==> src/rtl/bdc_frame_ctrl.sv <==
`default_nettype none
// ============================================================================
// Module   : bdc_frame_ctrl
// Brief    : Frame-level controller and configuration sequencer for the
//            barrel-distortion corrector. Software-written shadow config is
//            committed to active_* only on an accepted start-of-frame beat.
//            The corrector's s_axis handshake is tapped to count pixels and
//            lines, flag malformed frames and raise a level interrupt.
// Options  : define BDC_FRAME_TIMEOUT_EN to add the mid-frame stall timeout.
// Revision : 1.0 - initial release
// ============================================================================
module bdc_frame_ctrl #(
    parameter int          WIDTH          = 1920,
    parameter int          HEIGHT         = 1080,
    parameter int          COORD_WIDTH    = 16,
    parameter logic [15:0] DEF_K1         = 16'h0200,
    parameter int          TIMEOUT_CYCLES = 1000000
) (
    input  logic                   clk,
    input  logic                   rst_n,
    input  logic                   cfg_wr_en,
    input  logic                   cfg_rd_en,
    input  logic [2:0]             cfg_addr,
    input  logic [31:0]            cfg_wdata,
    output logic [31:0]            cfg_rdata,
    output logic                   cfg_rd_valid,
    input  logic                   mon_tvalid,
    input  logic                   mon_tready,
    input  logic                   mon_tlast,
    input  logic                   mon_tuser,
    output logic [15:0]            active_k1,
    output logic [COORD_WIDTH-1:0] active_cx,
    output logic [COORD_WIDTH-1:0] active_cy,
    output logic                   active_bypass,
    output logic                   core_enable,
    output logic [31:0]            frame_cnt,
    output logic                   irq
);

    localparam logic [2:0] A_CTRL   = 3'd0;
    localparam logic [2:0] A_K1     = 3'd1;
    localparam logic [2:0] A_CENTER = 3'd2;
    localparam logic [2:0] A_STATUS = 3'd3;
    localparam logic [2:0] A_FCNT   = 3'd4;
    localparam logic [2:0] A_IRQEN  = 3'd5;

    localparam logic [1:0] S_DISABLED = 2'd0;
    localparam logic [1:0] S_ARMED    = 2'd1;
    localparam logic [1:0] S_IN_FRAME = 2'd2;

    localparam int F_SHORT_LINE  = 0;
    localparam int F_LONG_LINE   = 1;
    localparam int F_SHORT_FRAME = 2;
    localparam int F_LONG_FRAME  = 3;
    localparam int F_FRAME_DONE  = 4;
    localparam int F_TIMEOUT     = 5;

    localparam logic [COORD_WIDTH-1:0] X_LAST = COORD_WIDTH'(WIDTH - 1);
    localparam logic [COORD_WIDTH-1:0] Y_LAST = COORD_WIDTH'(HEIGHT - 1);
    localparam logic [COORD_WIDTH-1:0] CX_RST = COORD_WIDTH'(WIDTH / 2);
    localparam logic [COORD_WIDTH-1:0] CY_RST = COORD_WIDTH'(HEIGHT / 2);

    logic [1:0]             state_q, state_d;
    logic [COORD_WIDTH-1:0] x_q, x_d, y_q, y_d;
    logic                   en_q, byp_q;
    logic [15:0]            k1_q;
    logic [COORD_WIDTH-1:0] cx_q, cy_q;
    logic [5:0]             status_q, status_d;
    logic [5:0]             irq_en_q;
    logic [31:0]            frame_cnt_q;
    logic [15:0]            act_k1_q;
    logic [COORD_WIDTH-1:0] act_cx_q, act_cy_q;
    logic                   act_byp_q;
    logic                   irq_q;
    logic [31:0]            rdata_q, rdata_d;
    logic                   rd_valid_q;

    logic       w_beat, w_sof, w_commit, w_frame_inc, w_clr_cnt;
    logic [5:0] w_set;

    assign w_beat    = mon_tvalid & mon_tready;
    assign w_sof     = w_beat & mon_tuser;
    assign w_clr_cnt = cfg_wr_en & (cfg_addr == A_CTRL) & cfg_wdata[2];

`ifdef BDC_FRAME_TIMEOUT_EN
    localparam int                 STALL_W    = $clog2(TIMEOUT_CYCLES + 1);
    localparam logic [STALL_W-1:0] STALL_LAST = STALL_W'(TIMEOUT_CYCLES - 1);
    logic [STALL_W-1:0] stall_q, stall_d;
    logic               w_stall_hit;

    assign w_stall_hit = (stall_q == STALL_LAST);

    // Stall counter: counts beat-less cycles inside a frame, cleared otherwise
    always_comb begin
        stall_d = '0;
        if (state_q == S_IN_FRAME && !w_beat && !w_stall_hit)
            stall_d = stall_q + STALL_W'(1);
    end

    // Stall counter register
    always_ff @(posedge clk or negedge rst_n) begin
        if (!rst_n) stall_q <= '0;
        else        stall_q <= stall_d;
    end
`endif

    // Next-state logic: frame tracking, line/frame error detection, commit
    always_comb begin
        state_d     = state_q;
        x_d         = x_q;
        y_d         = y_q;
        w_set       = '0;
        w_commit    = 1'b0;
        w_frame_inc = 1'b0;
        case (state_q)
            S_DISABLED: begin
                if (en_q) state_d = S_ARMED;
            end
            S_ARMED: begin
                if (!en_q) begin
                    state_d = S_DISABLED;
                end else if (w_sof) begin
                    w_commit = 1'b1;
                    x_d      = COORD_WIDTH'(1);
                    y_d      = '0;
                    state_d  = S_IN_FRAME;
                end else if (w_beat) begin
                    // Pixels outside any frame: previous frame ran long
                    w_set[F_LONG_FRAME] = 1'b1;
                end
            end
            S_IN_FRAME: begin
                if (w_sof) begin
                    // New frame before the old one finished: restart on it
                    w_set[F_SHORT_FRAME] = 1'b1;
                    w_commit             = 1'b1;
                    x_d                  = COORD_WIDTH'(1);
                    y_d                  = '0;
                end else if (w_beat) begin
                    if (mon_tlast || x_q == X_LAST) begin
                        w_set[F_SHORT_LINE] = mon_tlast & (x_q != X_LAST);
                        w_set[F_LONG_LINE]  = ~mon_tlast;
                        x_d                 = '0;
                        y_d                 = y_q + COORD_WIDTH'(1);
                        if (y_q == Y_LAST) begin
                            w_set[F_FRAME_DONE] = 1'b1;
                            w_frame_inc         = 1'b1;
                            y_d                 = '0;
                            state_d             = en_q ? S_ARMED : S_DISABLED;
                        end
                    end else begin
                        x_d = x_q + COORD_WIDTH'(1);
                    end
                end
`ifdef BDC_FRAME_TIMEOUT_EN
                else if (w_stall_hit) begin
                    w_set[F_TIMEOUT] = 1'b1;
                    state_d          = S_ARMED;
                end
`endif
            end
            default: state_d = S_DISABLED;
        endcase
    end

    // Output logic: the corrector runs whenever the sequencer is not disabled
    always_comb begin
        core_enable = (state_q != S_DISABLED);
    end

    // State register and pixel/line counters
    always_ff @(posedge clk or negedge rst_n) begin
        if (!rst_n) begin
            state_q <= S_DISABLED;
            x_q     <= '0;
            y_q     <= '0;
        end else begin
            state_q <= state_d;
            x_q     <= x_d;
            y_q     <= y_d;
        end
    end

    // Sticky status: software W1C first, hardware set applied on top so it wins
    always_comb begin
        status_d = status_q;
        if (cfg_wr_en && cfg_addr == A_STATUS)
            status_d = status_q & ~cfg_wdata[5:0];
        status_d = status_d | w_set;
    end

    // Shadow configuration, status, interrupt enable and frame counter
    always_ff @(posedge clk or negedge rst_n) begin
        if (!rst_n) begin
            en_q        <= 1'b0;
            byp_q       <= 1'b0;
            k1_q        <= DEF_K1;
            cx_q        <= CX_RST;
            cy_q        <= CY_RST;
            status_q    <= '0;
            irq_en_q    <= '0;
            frame_cnt_q <= '0;
        end else begin
            status_q <= status_d;
            if (cfg_wr_en) begin
                case (cfg_addr)
                    A_CTRL: begin
                        en_q  <= cfg_wdata[0];
                        byp_q <= cfg_wdata[1];
                    end
                    A_K1:     k1_q <= cfg_wdata[15:0];
                    A_CENTER: begin
                        cx_q <= COORD_WIDTH'(cfg_wdata[15:0]);
                        cy_q <= COORD_WIDTH'(cfg_wdata[31:16]);
                    end
                    A_IRQEN:  irq_en_q <= cfg_wdata[5:0];
                    default:  ;
                endcase
            end
            if (w_clr_cnt)        frame_cnt_q <= '0;
            else if (w_frame_inc) frame_cnt_q <= frame_cnt_q + 32'd1;
        end
    end

    // Active configuration: loaded from the shadow only on an accepted SOF
    always_ff @(posedge clk or negedge rst_n) begin
        if (!rst_n) begin
            act_k1_q  <= DEF_K1;
            act_cx_q  <= CX_RST;
            act_cy_q  <= CY_RST;
            act_byp_q <= 1'b0;
        end else if (w_commit) begin
            act_k1_q  <= k1_q;
            act_cx_q  <= cx_q;
            act_cy_q  <= cy_q;
            act_byp_q <= byp_q;
        end
    end

    // Register read mux; clr_cnt is self-clearing so it always reads 0
    always_comb begin
        rdata_d = '0;
        case (cfg_addr)
            A_CTRL:   rdata_d = {30'd0, byp_q, en_q};
            A_K1:     rdata_d = {16'd0, k1_q};
            A_CENTER: rdata_d = {16'(cy_q), 16'(cx_q)};
            A_STATUS: rdata_d = {26'd0, status_q};
            A_FCNT:   rdata_d = frame_cnt_q;
            A_IRQEN:  rdata_d = {26'd0, irq_en_q};
            default:  rdata_d = '0;
        endcase
    end

    // Registered read port and level interrupt
    always_ff @(posedge clk or negedge rst_n) begin
        if (!rst_n) begin
            rdata_q    <= '0;
            rd_valid_q <= 1'b0;
            irq_q      <= 1'b0;
        end else begin
            rd_valid_q <= cfg_rd_en;
            if (cfg_rd_en) rdata_q <= rdata_d;
            irq_q <= |(status_q & irq_en_q);
        end
    end

    assign cfg_rdata     = rdata_q;
    assign cfg_rd_valid  = rd_valid_q;
    assign active_k1     = act_k1_q;
    assign active_cx     = act_cx_q;
    assign active_cy     = act_cy_q;
    assign active_bypass = act_byp_q;
    assign frame_cnt     = frame_cnt_q;
    assign irq           = irq_q;

endmodule
`default_nettype wire

==> config.mk <==
export PLATFORM = sky130hd
export DESIGN_NAME = bdc_frame_ctrl
export DESIGN_NICKNAME = d
export VERILOG_FILES = /design/src/rtl/bdc_frame_ctrl.sv
export SDC_FILE = /design/constraint.sdc
export NUM_CORES = 1
export LEC_CHECK = 0
export CAP_MARGIN = 20
export CORE_MARGIN = 4
export CORE_UTILIZATION = 45
export CTS_CLUSTER_DIAMETER = 50
export CTS_CLUSTER_SIZE = 24
export DETAILED_ROUTE_END_ITERATION = 6
export PLACE_DENSITY = 0.69
export SETUP_SLACK_MARGIN = 0.02
export SLEW_MARGIN = 20
export SYNTH_ARGS = -nofsm -noshare
export SYNTH_HDL_FRONTEND = slang
export SYNTH_SLANG_ARGS = --single-unit
==> constraint.sdc <==
create_clock -name clk -period 6.4 [get_ports clk]
set_input_delay 1.28 -clock clk [delete_from_list [all_inputs] [get_ports clk]]
set_output_delay 1.28 -clock clk [all_outputs]
set_load 0.02 [all_outputs]
Word level (Yosys, flattened, before mapping). Cells that the tools add are included. Widths: inputs -> output; s select.

Bits in registers: 211. Input bits: 43. Logic and storage cells: 108.

Add/subtract/negate cells: 3. Eq/ne operators: 20. Reduce and logical (&&, ||, !) cells: 15. Bitwise gates (word level): 10. Mux-type cells: 42.

Operators with widths (number): $pmux 32 s6 (1); $mux 16 (11); $mux 32 (2); $pmux 16 s2 (2); $add 16x1->16 const B (2); $add 32x1->32 const B (1); $eq 16x11->1 const B (2); $mux 2 (10); $ne 16x11->1 const B (1); $ne 2x2->1 const B (7); $and 6x6->6 (2); $mux 1 (12); $ne 3x3->1 const B (3); $reduce_and 2->1 (4); $eq 3x2->1 const B (2); $eq 3x3->1 const B (2); $mux 6 (1); $not 6->6 (1); $or 6x5->6 (1); $pmux 2 s3 (1); $reduce_and 6->1 (1); $reduce_bool 2->1 (3); $reduce_or 6->1 (1); $and 1x1->1 (5); 12 further kinds (12).

Logic depth before layout (Yosys ltp). Gate-level depths: netlist (run 1).

Word-level depth: 8. Mapped depth: 10.

Worst setup path before layout (run 1). No wires, ideal clock.

Path kind: input to register. From: in cfg_addr[2]. To: reg cx_q[0]. Data required time: 6275 ps. Setup slack: 3430 ps. Stages: 5. Arrival: 2845 ps. Cells stage by stage: clkbuf_1 nand2b_1 nor3b_1 clkbuf_1 mux2_2.

Cells in the longest elaborated chain, start to end: 2.

Ends and longest elaborated chain: start: declaration (RTL line 23) `input logic [2:0] cfg_addr,`; $eq 3x2->1 (RTL line 206) `case (cfg_addr)`; $reduce_and 2->1 (no line); end signal: assignment (RTL line 213) `cx_q <= COORD_WIDTH'(cfg_wdata[15:0]);`; end: declaration (RTL line 67) `logic [COORD_WIDTH-1:0] cx_q, cy_q;`.

Every way passes these cells. A chain may end at the register's enable or synchronous reset.

Worst setup path after layout (run 1).
From: in mon_tuser. To: reg y_q[14].

Cells in the longest elaborated chain, start to end: 3. Elaborated cells on any way between the ends: 7.

Ends and longest elaborated chain: start: declaration (RTL line 30) `input logic mon_tuser,`; $and 1x1->1 * (RTL line 82) `assign w_sof = w_beat & mon_tuser;`; $ne 3x3->1 (no line) (tied with other cells); $reduce_and 5->1 (no line) / $pmux 16 s2 (equally long branches); end signal: assignment (RTL line 180) `y_q <= y_d;`; end: declaration (RTL line 64) `logic [COORD_WIDTH-1:0] x_q, x_d, y_q, y_d;`.

Mark *: on every way between the ends. The rest lies on a longest branch, timed or not.

==> metrics.md, run 1 <==
| Metric | Value |
|---|---|
| DR iter-0 viols | `438` |
| Total Routing Usage GR | `20.3%` |
| Leak pwr | `4.99 nW` |
| Top FF cell, synth | `dfrtp_1` |
| First-pass detailed-route iteration total | `5` |
| Clk sink count | `211` |
| Hold slack | `0.477 ns` |
| Arrival time worst endpoint | `~4.2 ns` |
| Reg-to-reg endpoint | `frame_cnt[26]` |
| Final setup viols | `0` |
| Post-synthesis instance area | `9710 um2` |
| Row Count | `53` |
| CTS clk-pin slew, worst paths | `0.07 ns` |
| # fillers | `1,799` |
| Antenna-violating nets left | `0` |
| Number of synthesized register bits | `211` |
| Post-CTS Setup Inserts | `0` |
| Vias in the first global route | `7,378` |
| Max cap viols | `0` |
| Gpl congestion | `0.819` |
| Critical Path Source Type | `input port` |
| # resized after CTS | `0` |
| Path category of the worst min-delay check | `flop to flop` |
| Area grow syn2layout | `27.1%` |
| CP endpoint kind | `flop` |
| Tcrit/Tclk final | `between 50% and 60%` |
| Worst Path Max Fanout | `17` |
| Slew headroom | `30.1%` |
| Endpoints failing hold | `0` |
| Multi-input logic area | `slightly above 4000 um2` |
| Io pins | `159` |
| Via density | `5.64` |
| CTS buffer count | `24` |
| Worst vdd ir | `0.000250 V` |
| Worst-Skew Late Latency | `0.52 ns` |
| Worst R2R Start | `y_q[8]` |
| Remaining DRCs | `0` |
| Routed len/inst | `18.9 um` |
| Yosys top cell by area | `dfrtp_1` |
| Synth warnings | `0` |
| Actual slew at the worst max-slew pin | `1.05 ns` |
| Status | `finished, final reports clean` |
| Setup slack after layout | `2.63 ns` |
| Worst Skew | `~0.014 ns` |
| Post-synthesis cell count | `858` |
| Initial Utilization | `a little under half` |
| Diode count | `0` |
| Grt ovf | `0` |
| Layout cells sized above 1 | `18.9%` |
| Max stage delay on crit path | `0.81 ns` |
| Via count | `around 7,300` |
| Post-CTS Hold Fix Bufs | `0` |
| Setup slack at placement | `roughly 2.2 ns` |
| Post-Syn Nets | `908` |
| CTS root buf | `clkbuf_16` |
| Reg2Reg Depth | `5` |
| Critical path required time | `6.83 ns` |
| Placed cell area | `11,500 um2` |
| FF-to-FF setup slack | `3.01 ns` |
| Crit path cell chain | `clkdlybuf4s50_1, nand3_1, a21oi_1, o21ai_1, or4_1, a21oi_1` |
| Chip width | `155 um` |
| Final Cell Area | `12,300 um2` |
| FFs w/ async S/R, synth | `between 90% and 100%` |
| Sequential cell area | `around 5300 um2` |
| Pwr dens | `319 nW/um2` |
| CTS tree | `yes` |
| First-pass GRT wire length | `40,200 um` |
| Unrepaired setup endpoints after global routing | `false` |
| Library cells used by synthesis | `56` |
| CP max stage cell | `a21oi_1` |
| Fin nets | `1,051` |
| Most used cell, CP | `a21oi_1` |
| Slew Limit Fails | `0` |
| H-tree levels | `1` |
| Minimum clock period | `3.77 ns` |
| Crit Path Class | `input port to flop` |
| Number of synthesized flops with an enable pin | `0` |
| Post-synth top area share | `49.7%` |
| Setup crit end | `y_q[14]` |
| Die footprint | `24,000 um2` |
| Synth Area per Inst | `11.3 um2` |
| Core area | `21,200 um2` |
| I/O Buffers | `158` |
| Top post-synthesis cells by area | `dfrtp_1 50%, mux2_2 13%, dfstp_2 4.9%` |
| Final TNS setup | `0 ns` |
| Register area share after synthesis | `54.6%` |
| Largest net degree at the start of global routing | `113` |
| Die height | `155 um` |
| Initial antenna violation count | `0` |
| Max Clk Rate | `265 MHz` |
| Final wirelength | `about 24,000 um` |
| CTS max path bufs | `3` |
| HPWL after detailed placement | `~17,000 um` |
| Worst Setup SP | `mon_tuser` |
## worst min-delay path by stage
stage	startpoint	slack, ns	cells after the start	end
floorplan	x_q[6]	0.45	1	x_q[6]
global placement	cfg_rdata[4]	0.47	1	cfg_rdata[4]
detailed placement	cfg_rdata[4]	0.47	1	cfg_rdata[4]
CTS	cfg_rdata[4]	0.49	1	cfg_rdata[4]
global route	active_cx[11]	0.51	1	active_cx[11]
finish	cfg_rdata[4]	0.48	1	cfg_rdata[4]
## metrics by stage
stage                     utilization, %  power (mW)  std cells
final                               58.4        3.94       1294
after global routing                58.4        4.14       1294
after CTS                           58.4        3.99       1294
after detailed placement            54.4        2.55       1250
after global placement              54.4        2.54       1250
after floorplan                        -        2.15        858
## layout make-up
type                       count  share of cell area, %
tap                          275                   2.79
clock inverter                19                   1.71
clock buffer                  25                   5.07
inverter                      40                   1.22
sequential                   211                   43.0
multi-input combinational    557                   32.9
timing repair buffer         167                   13.3
## kinds of logic (layout without fill, tap and decap cells)
family          Yosys count  in the layout  share of synthesized area [%]
xor+xnor                 29             29                           2.62
mux                     119            119                           13.9
flops                   211            211                           54.6
compound gates          174            174                           11.5
simple gates            228            228                           12.7
buf+inv                  90            251                           3.72
fa+ha+maj                 7              7                          0.902
## layer usage
metal | vias to the layer above | part of all wire (%) | track usage [%]
met1 | 3627 | 45 | 28.5
met3 | 32 | 7.5 | 5.76
met4 | 0 | 1.7 | 4.46
met5 | - | 0 | 0
met2 | 212 | 46 | 31.7
li1 | 3433 | - | -
## flip-flops by register name, indices dropped and copies added, names as in the netlist, 2 cells and up
name	count
k1_q	16
frame_cnt	32
active_cy	16
x_q	16
cy_q	16
active_k1	16
cfg_rdata	32
cx_q	16
active_cx	16
irq_en_q	6
status_q	6
y_q	16
state_q	2
## power breakdown
part | internal [mW] | leakage (nW) | switching (mW)
clock network | 0.791 | 0.410 | 0.626
registers | 1.58 | 2.67 | 0.150
logic | 0.423 | 1.91 | 0.376
## worst max-delay path, delay by kind of cell
family          cells  cell delay, ns
buf+inv             1            0.56
simple gates        2            0.79
compound gates      3            1.56
## cells in the mapped netlist (10+ instances only)
cell type,n
a22oi_1,30
or4_1,17
dfrtp_1,193
nand2_1,36
a21oi_1,52
or3_1,10
nor2_1,59
dfstp_2,18
mux2_2,109
nand3_1,32
clkbuf_1,42
xor2_1,12
xnor2_1,17
inv_1,40
nor3_1,11
nand4_1,11
o31ai_1,19
nor4_1,10
o22ai_1,26
o21ai_0,18
## cells in the final DEF, fill, tap and decap left out, types with 11 or more instances in the layout
cell type        netlist  final
dfrtp_1              193    193
clkdlybuf4s50_1        0    156
mux2_2               109    109
nor2_1                59     59
a21oi_1               52     52
inv_1                 40     40
nand2_1               36     35
nand3_1               32     32
a22oi_1               30     30
o22ai_1               26     26
clkbuf_16              0     25
o31ai_1               19     19
o21ai_0               18     18
dfstp_2               18     18
or4_1                 17     17
xnor2_1               17     17
xor2_1                12     12
nand4_1               11     11
No activity file was read; power rests on OpenSTA's default activity.
==> inputs of run 2 (changes only) <==
Settings changed: PLACE_DENSITY 0.69 to 0.72.
Clock period 6.4 ns to 3.1 ns, I/O delays scaled along.
==> run 2 against run 1 <==
Net effect:
- power is 100% higher
- combinational power rose by 110%
- highest routed layer unchanged
- via count rose by 3.5%
- sequential power is 110% higher
- core utilization up 0.98 points
- critical path type is now flop to flop
- worst hold slack gained 0.026 ns
- routed wire length rose by 3.8%
==> metrics.md, run 2 (synthesis gave the netlist of run 1 again) <==
| Metric | Value |
|---|---|
| Chip width | `155 um (unchanged)` |
| Tcrit/Tclk final | `87.5%` |
| Routed len/inst | `19.3 um (+2.2%)` |
| Internal | `5.68 mW (+100%)` |
| DR iter-0 viols | `486 (+11%)` |
| Path category of the worst min-delay check | `flop to flop` |
| Vias in the first global route | `7,611 (+3.2%)` |
| Critical path required time | `3.53 ns (-3.30 ns)` |
| CP endpoint kind | `flop` |
| Worst vdd ir | `0.000437 V (+75%)` |
| Sequential power share | `44.3% (+0.5 points)` |
| Delay-heaviest family, CP | `simple AND/OR/NAND/NOR gates` |
| Grt ovf | `0 (unchanged)` |
| First-pass GRT wire length | `41,300 um (+2.8%)` |
| Worst-Skew Late Latency | `0.52 ns (about the same)` |
| Antenna-violating nets left | `0 (unchanged)` |
| Die footprint | `24,000 um2 (unchanged)` |
| Sequential cell area | `5300 um2 (unchanged)` |
| Leak pwr | `5.11 nW (+2.4%)` |
| Via density | `5.75 (+1.9%)` |
| Io pins | `159 (unchanged)` |
| Total Routing Usage GR | `20.9% (+0.60 points)` |
| HPWL after detailed placement | `17,600 um (+6.5%)` |
| CTS clk-pin slew, worst paths | `0.06 ns (about the same)` |
| Row Count | `53 (unchanged)` |
| Layout cells sized above 1 | `20.2% (+1.3 points)` |
| Slew headroom | `44.6% (+14 points)` |
| Utilization after layout | `59.3% (+0.98 points)` |
| Sw frac | `29.7% (+0.46 points)` |
| I/O Buffers | `158 (unchanged)` |
| Net switching power figure | `2.40 mW (+110%)` |
| Max cap viols | `0 (unchanged)` |
| Most frequent cells in the layout | `193 x dfrtp_1, 157 x clkdlybuf4s50_1, 109 x mux2_2, 59 x nor2_1, 52 x a21oi_1` |
| CTS tree | `yes` |
| Commonest non-fill, non-tap cell in the layout | `dfrtp_1` |
| Max stage delay on crit path | `0.68 ns (-0.13 ns)` |
| Minimum clock period | `2.71 ns` |
| Worst Path Max Fanout | `21 (+4)` |
| Crit Path Class | `flop to flop` |
| Fin nets | `1,074 (+2.2%)` |
| Slew Limit Fails | `0 (unchanged)` |
| # fillers | `1,729 (-3.9%)` |
| Gpl congestion | `0.845 (+3.2%)` |
| Core area | `21,200 um2 (unchanged)` |
| CTS root buf | `clkbuf_16` |
| Initial antenna violation count | `0 (unchanged)` |
| Actual slew at the worst max-slew pin | `0.830 ns (-0.215 ns)` |
| First-pass detailed-route iteration total | `5 (unchanged)` |
| Arrival time worst endpoint | `3.14 ns (-1.05 ns)` |
| Initial Utilization | `45.9% (unchanged)` |
| Crit path cell chain | `ha_1, and4bb_2, a41oi_2, or3_1, or4_1, a21oi_1` |
| Placed cell area | `11,800 um2 (+2.1%)` |
| Max Clk Rate | `between 300 and 400 MHz` |
| Endpoints failing hold | `0 (unchanged)` |
| CTS buffer count | `22 (-8.3%)` |
| Final setup viols | `0 (unchanged)` |
| Diode count | `0 (unchanged)` |
| Clk sink count | `211 (unchanged)` |
| CP max stage cell | `or3_1` |
| Clock network fraction of total power | `34.8% (-1.1 points)` |
| Status | `finished, final reports clean` |
| Critical Path Source Type | `flop` |
| Worst Skew | `0.0151 ns (+0.000982 ns)` |
| Remaining DRCs | `0 (unchanged)` |
| Final TNS setup | `0 ns (unchanged)` |
| Pwr dens | `643 nW/um2 (+100%)` |
| Via count | `7,562 (+3.5%)` |
| Unrepaired setup endpoints after global routing | `false` |
| Final Cell Area | `12,600 um2 (+1.7%)` |
| H-tree levels | `1 (unchanged)` |
| Final wirelength | `25,300 um (+3.8%)` |
| Buf/Inv on CP | `0 (-1)` |
| Largest net degree at the start of global routing | `108 (-4.4%)` |
| Comb power frac | `20.9% (+0.6 points)` |
| Area grow syn2layout | `29.3%` |
| CTS max path bufs | `3 (unchanged)` |
| Multi-input logic area | `4060 um2 (-0.12%)` |
| Die height | `155 um (unchanged)` |
run 2: changes by cell type in the layout (fill, tap and decap cells not counted), moves of 2 or more:
cell	before	now
clkinv_2	2	0
clkbuf_16	25	23
buf_12	0	5
inv_6	6	3
buf_4	9	28
clkinv_8	3	5
run 2: final timing paths:
check | slack [ns] | start | endpoint | depth (start not counted)
max | 0.39 | x_q[0] | frame_cnt[16] | 6
min | 0.50 | x_q[6] | x_q[6] | 1
max reg2reg | 0.39 | x_q[0] | frame_cnt[16] | 6
min reg2reg | 0.50 | x_q[6] | x_q[6] | 1
max in group asynchronous | 1.74 | rst_n | cfg_rdata[12] | 3
min in group asynchronous | 0.54 | rst_n | active_cy[15] | 2
run 2: power by group through the flow:
stage	Sequential (mW)	Clock (mW)	Combinational, mW
3_3_place_gp	3.60	0	1.67
4_1_cts	3.57	2.88	1.71
3_5_place_dp	3.62	0	1.70
2_1_floorplan	3.86	0	0.587
5_1_grt	3.64	3.00	1.81
6_report	3.57	2.81	1.69
run 2: final cells by class:
cell class / instances / share of cell area (%)
Sequential cell: 211 / 42.2
Clock buffer: 24 / 4.62
Inverter: 40 / 1.20
Timing Repair Buffer: 192 / 15.2
Multi-Input combinational cell: 557 / 32.3
Tap cell: 275 / 2.74
Clock inverter: 16 / 1.68
run 2: routing by layer:
layer	wire length [um]	global-route usage, %
met1	11000	28.9
met2	11900	33.5
met3	1810	4.62
met4	635	5.80
met5	0	0
run 2: stage by stage:
step	cells	setup slack [ns]	hold slack (ns)	total power [mW]
4_1_cts	1315	0.414	0.498	8.16
5_1_grt	1315	0.263	0.524	8.45
6_report	1315	0.389	0.502	8.07
2_1_floorplan	858	0.659	0.324	4.44
3_5_place_dp	1274	0.186	0.482	5.31
3_3_place_gp	1274	0.289	0.483	5.27
run 2: what timing repair did:
item / 4_1_cts / 5_1_grt
resized for setup: 0 / 0
hold endpoints to repair: 16 / 0
buffers inserted: 0 / 0
hold buffers: 1 / 0
==> RTL change, RTL diff (settings of run 2) <==
Register the output `irq` once more, with the module's reset; this adds one clock of latency there. The other outputs are not delayed to match.
--- a/src/rtl/bdc_frame_ctrl.sv
+++ b/src/rtl/bdc_frame_ctrl.sv
@@ -271,7 +271,13 @@
     assign active_cy     = act_cy_q;
     assign active_bypass = act_byp_q;
     assign frame_cnt     = frame_cnt_q;
-    assign irq           = irq_q;
+    always_ff @(posedge clk or negedge rst_n) begin
+        if (!rst_n) begin
+            irq <= '0;
+        end else begin
+            irq <= irq_q;
+        end
+    end
 
 endmodule
 `default_nettype wire
Check against the original RTL: not equivalent (a bounded check fails within 10 cycles, from zero or initial values and one cycle with rst_n low).
==> RTL change against run 2 <==
Cell area rose by 2.1%; sequential cell count rose by 1; worst setup slack improved by 0.061 ns; critical path depth rose by 1; power rose by 5.1%; area after synthesis rose by 1.0%; core utilization rose by 1.1 points; wire length fell by 2.2%; critical path type unchanged; highest routed layer is now met5.
==> RTL change: results (changes against run 2) <==
| Metric | Value |
|---|---|
| Minimum hold slack | 0.105 ns (was 0.502 ns) |
| CP max stage delay | 0.57 ns (was 0.68 ns) |
| Routed wire length | 24.8 mm (was 25.3 mm) |
| Count of cell types in the netlist | 65 (was 56) |
| Detail Placement HPWL | 17.0 mm (was 17.6 mm) |
| Initial DRC Count | 539 (was 486) |
| Slew HR | 32.0% (was 44.6%) |
| Leak pwr | 5.26 nW (was 5.11 nW) |
| Nets | 1091 (was 1074) |
| CP max-delay cell | or4_1 (was or3_1) |
| Most frequent cells after synthesis | 194 x dfrtp_1, 108 x mux2_2, 56 x nor2_1 (was 193 x dfrtp_1, 109 x mux2_2, 59 x nor2_1) |
| Ranking of synthesized cells by area | dfrtp_1 49%, mux2_2 12%, dfstp_2 4.8% (was dfrtp_1 50%, mux2_2 13%, dfstp_2 4.9%) |
| Ys Warns | 0 (unchanged) |
| FILL cells | 1744 (was 1729) |
| Post-synthesis sequential area ratio | 54.3% (was 54.6%) |
| PostCTS Resize Cnt | 0 (unchanged) |
| Number of global-route vias before repair | 7540 (was 7611) |
| DR pass1 iterations | 6 (was 5) |
| Routability cong. | 0.782 (was 0.845) |
| Bufs on Longest Clock Path | 3 (unchanged) |
| Crit path max fanout | 18 (was 21) |
| R2R Setup Slk | 0.45 ns (was 0.39 ns) |
| Layout Skew | 0.0208 ns (was 0.0151 ns) |
| Syn-to-layout area delta | 30.6% (was 29.3%) |
| CTS buffer count | 26 (was 22) |
| Maximum VDD drop | 0.000488 V (was 0.000437 V) |
| Via count | 7616 (was 7562) |
| Reg2reg path depth | 7 (was 6) |
| Dpl cell area | 11900 µm² (was 11800 µm²) |
| H-tree levels | 1 (unchanged) |
| Largest net degree at the start of global routing | 72 (was 108) |
| Fraction of registers with async set/reset | 100% (unchanged) |
| Share of layout cells above drive strength 1 | 22.1% (was 20.2%) |
| Mean Syn Cell Area | 11.4 µm² (was 11.3 µm²) |
| Worst path top cell family by delay | simple AND/OR/NAND/NOR gates (unchanged) |
| Global-route wire length before repair | 40.4 mm (was 41.3 mm) |
| CP Data Arrival Time | 3.11 ns (was 3.14 ns) |
| Hold WC Path Type | in2async (was reg2reg) |
| RR Startpoint | state_q[0]$_DFFE_PN0P_ (was x_q[0]$_DFFE_PN0P_) |
| Outcome | finished, final reports clean (unchanged) |
| Reg2reg end | frame_cnt[28]$_DFFE_PN0P_ (was frame_cnt[16]$_DFFE_PN0P_) |
| Setup repair bufs after CTS | 0 (unchanged) |
| Mapped Nets | 910 (was 908) |
| GRT Total Usage | 20.3% (was 20.9%) |
| Non-Filler Instances | 1336 (was 1315) |
| Initial antenna violation count | 1 (was 0) |
RTL change: cell count changes in the layout (fill, tap and decap cells not counted), sizes merged, moves of 4 or more:
cell,before,now
nor4,11,7
nand2,36,46
inv,48,57
o2111ai,5,0
nand4,11,20
o21ai,20,42
or4,17,11
xnor2,17,6
o31ai,19,13
or3,10,20
RTL change: final cells by class:
type | count | area [µm²] | area share, %
sequential | 212 | 5330 | 41.6
multi-input combinational | 563 | 4150 | 32.4
timing repair buffer | 193 | 1900 | 14.8
clock buffer | 27 | 676 | 5.27
tap | 275 | 344 | 2.69
clock inverter | 21 | 249 | 1.94
inverter | 45 | 169 | 1.32
RTL change: cells by family (layout without fill, tap and decap cells):
family | Yosys count | after routing | share of synthesized area, %
flops | 212 | 212 | 54.3
compound gates | 189 | 189 | 12.3
buf+inv | 85 | 286 | 3.51
mux | 120 | 120 | 13.9
simple gates | 228 | 228 | 13.4
xor+xnor | 19 | 19 | 1.70
fa+ha+maj | 7 | 7 | 0.893
RTL change: metal layers:
layer | track usage, % | routed length [µm] | vias up
met5 | 0 | 13 | -
met4 | 5.71 | 645 | 2
met2 | 32.5 | 11500 | 227
met1 | 29.2 | 11200 | 3811
met3 | 2.97 | 1420 | 42
li1 | - | - | 3534
RTL change: worst max path at each step:
stage | startpoint | endpoint | slack, ns
after floorplan | state_q[0]$_DFFE_PN0P_ | frame_cnt[29]$_DFFE_PN0P_ | 0.89
after global placement | mon_tvalid | frame_cnt[28]$_DFFE_PN0P_ | 0.24
after detailed placement | mon_tvalid | frame_cnt[28]$_DFFE_PN0P_ | 0.20
after CTS | state_q[0]$_DFFE_PN0P_ | frame_cnt[28]$_DFFE_PN0P_ | 0.46
after global routing | state_q[0]$_DFFE_PN0P_ | frame_cnt[28]$_DFFE_PN0P_ | 0.25
final | state_q[0]$_DFFE_PN0P_ | frame_cnt[28]$_DFFE_PN0P_ | 0.45
RTL change: metrics by stage:
stage | setup WS [ns] | utilization, %
global route | 0.246 | 60.4
detailed placement | 0.202 | 56.0
finish | 0.450 | 60.4
floorplan | 0.889 | -
global placement | 0.241 | 56.0
CTS | 0.465 | 60.4
RTL change: power breakdown:
| group | total (mW) | internal (mW) | leakage [nW] | switching, mW |
|---|---|---|---|---|
| Combinational | 1.69 | 0.901 | 2.12 | 0.794 |
| Sequential | 3.60 | 3.28 | 2.69 | 0.322 |
| Clock | 3.19 | 1.84 | 0.454 | 1.35 |
| Total | 8.49 | 6.02 | 5.26 | 2.47 |
RTL change: worst register-to-register path, delay by kind of cell, from the launching register on:
family,cells,cell delay (ns)
adder cells (fa/ha/maj),1,0.37
AO/OA/AOI/OAI,1,0.15
AND/OR/NAND/NOR,4,1.54
flip-flops,1,0.41
buffers and inverters,1,0.09
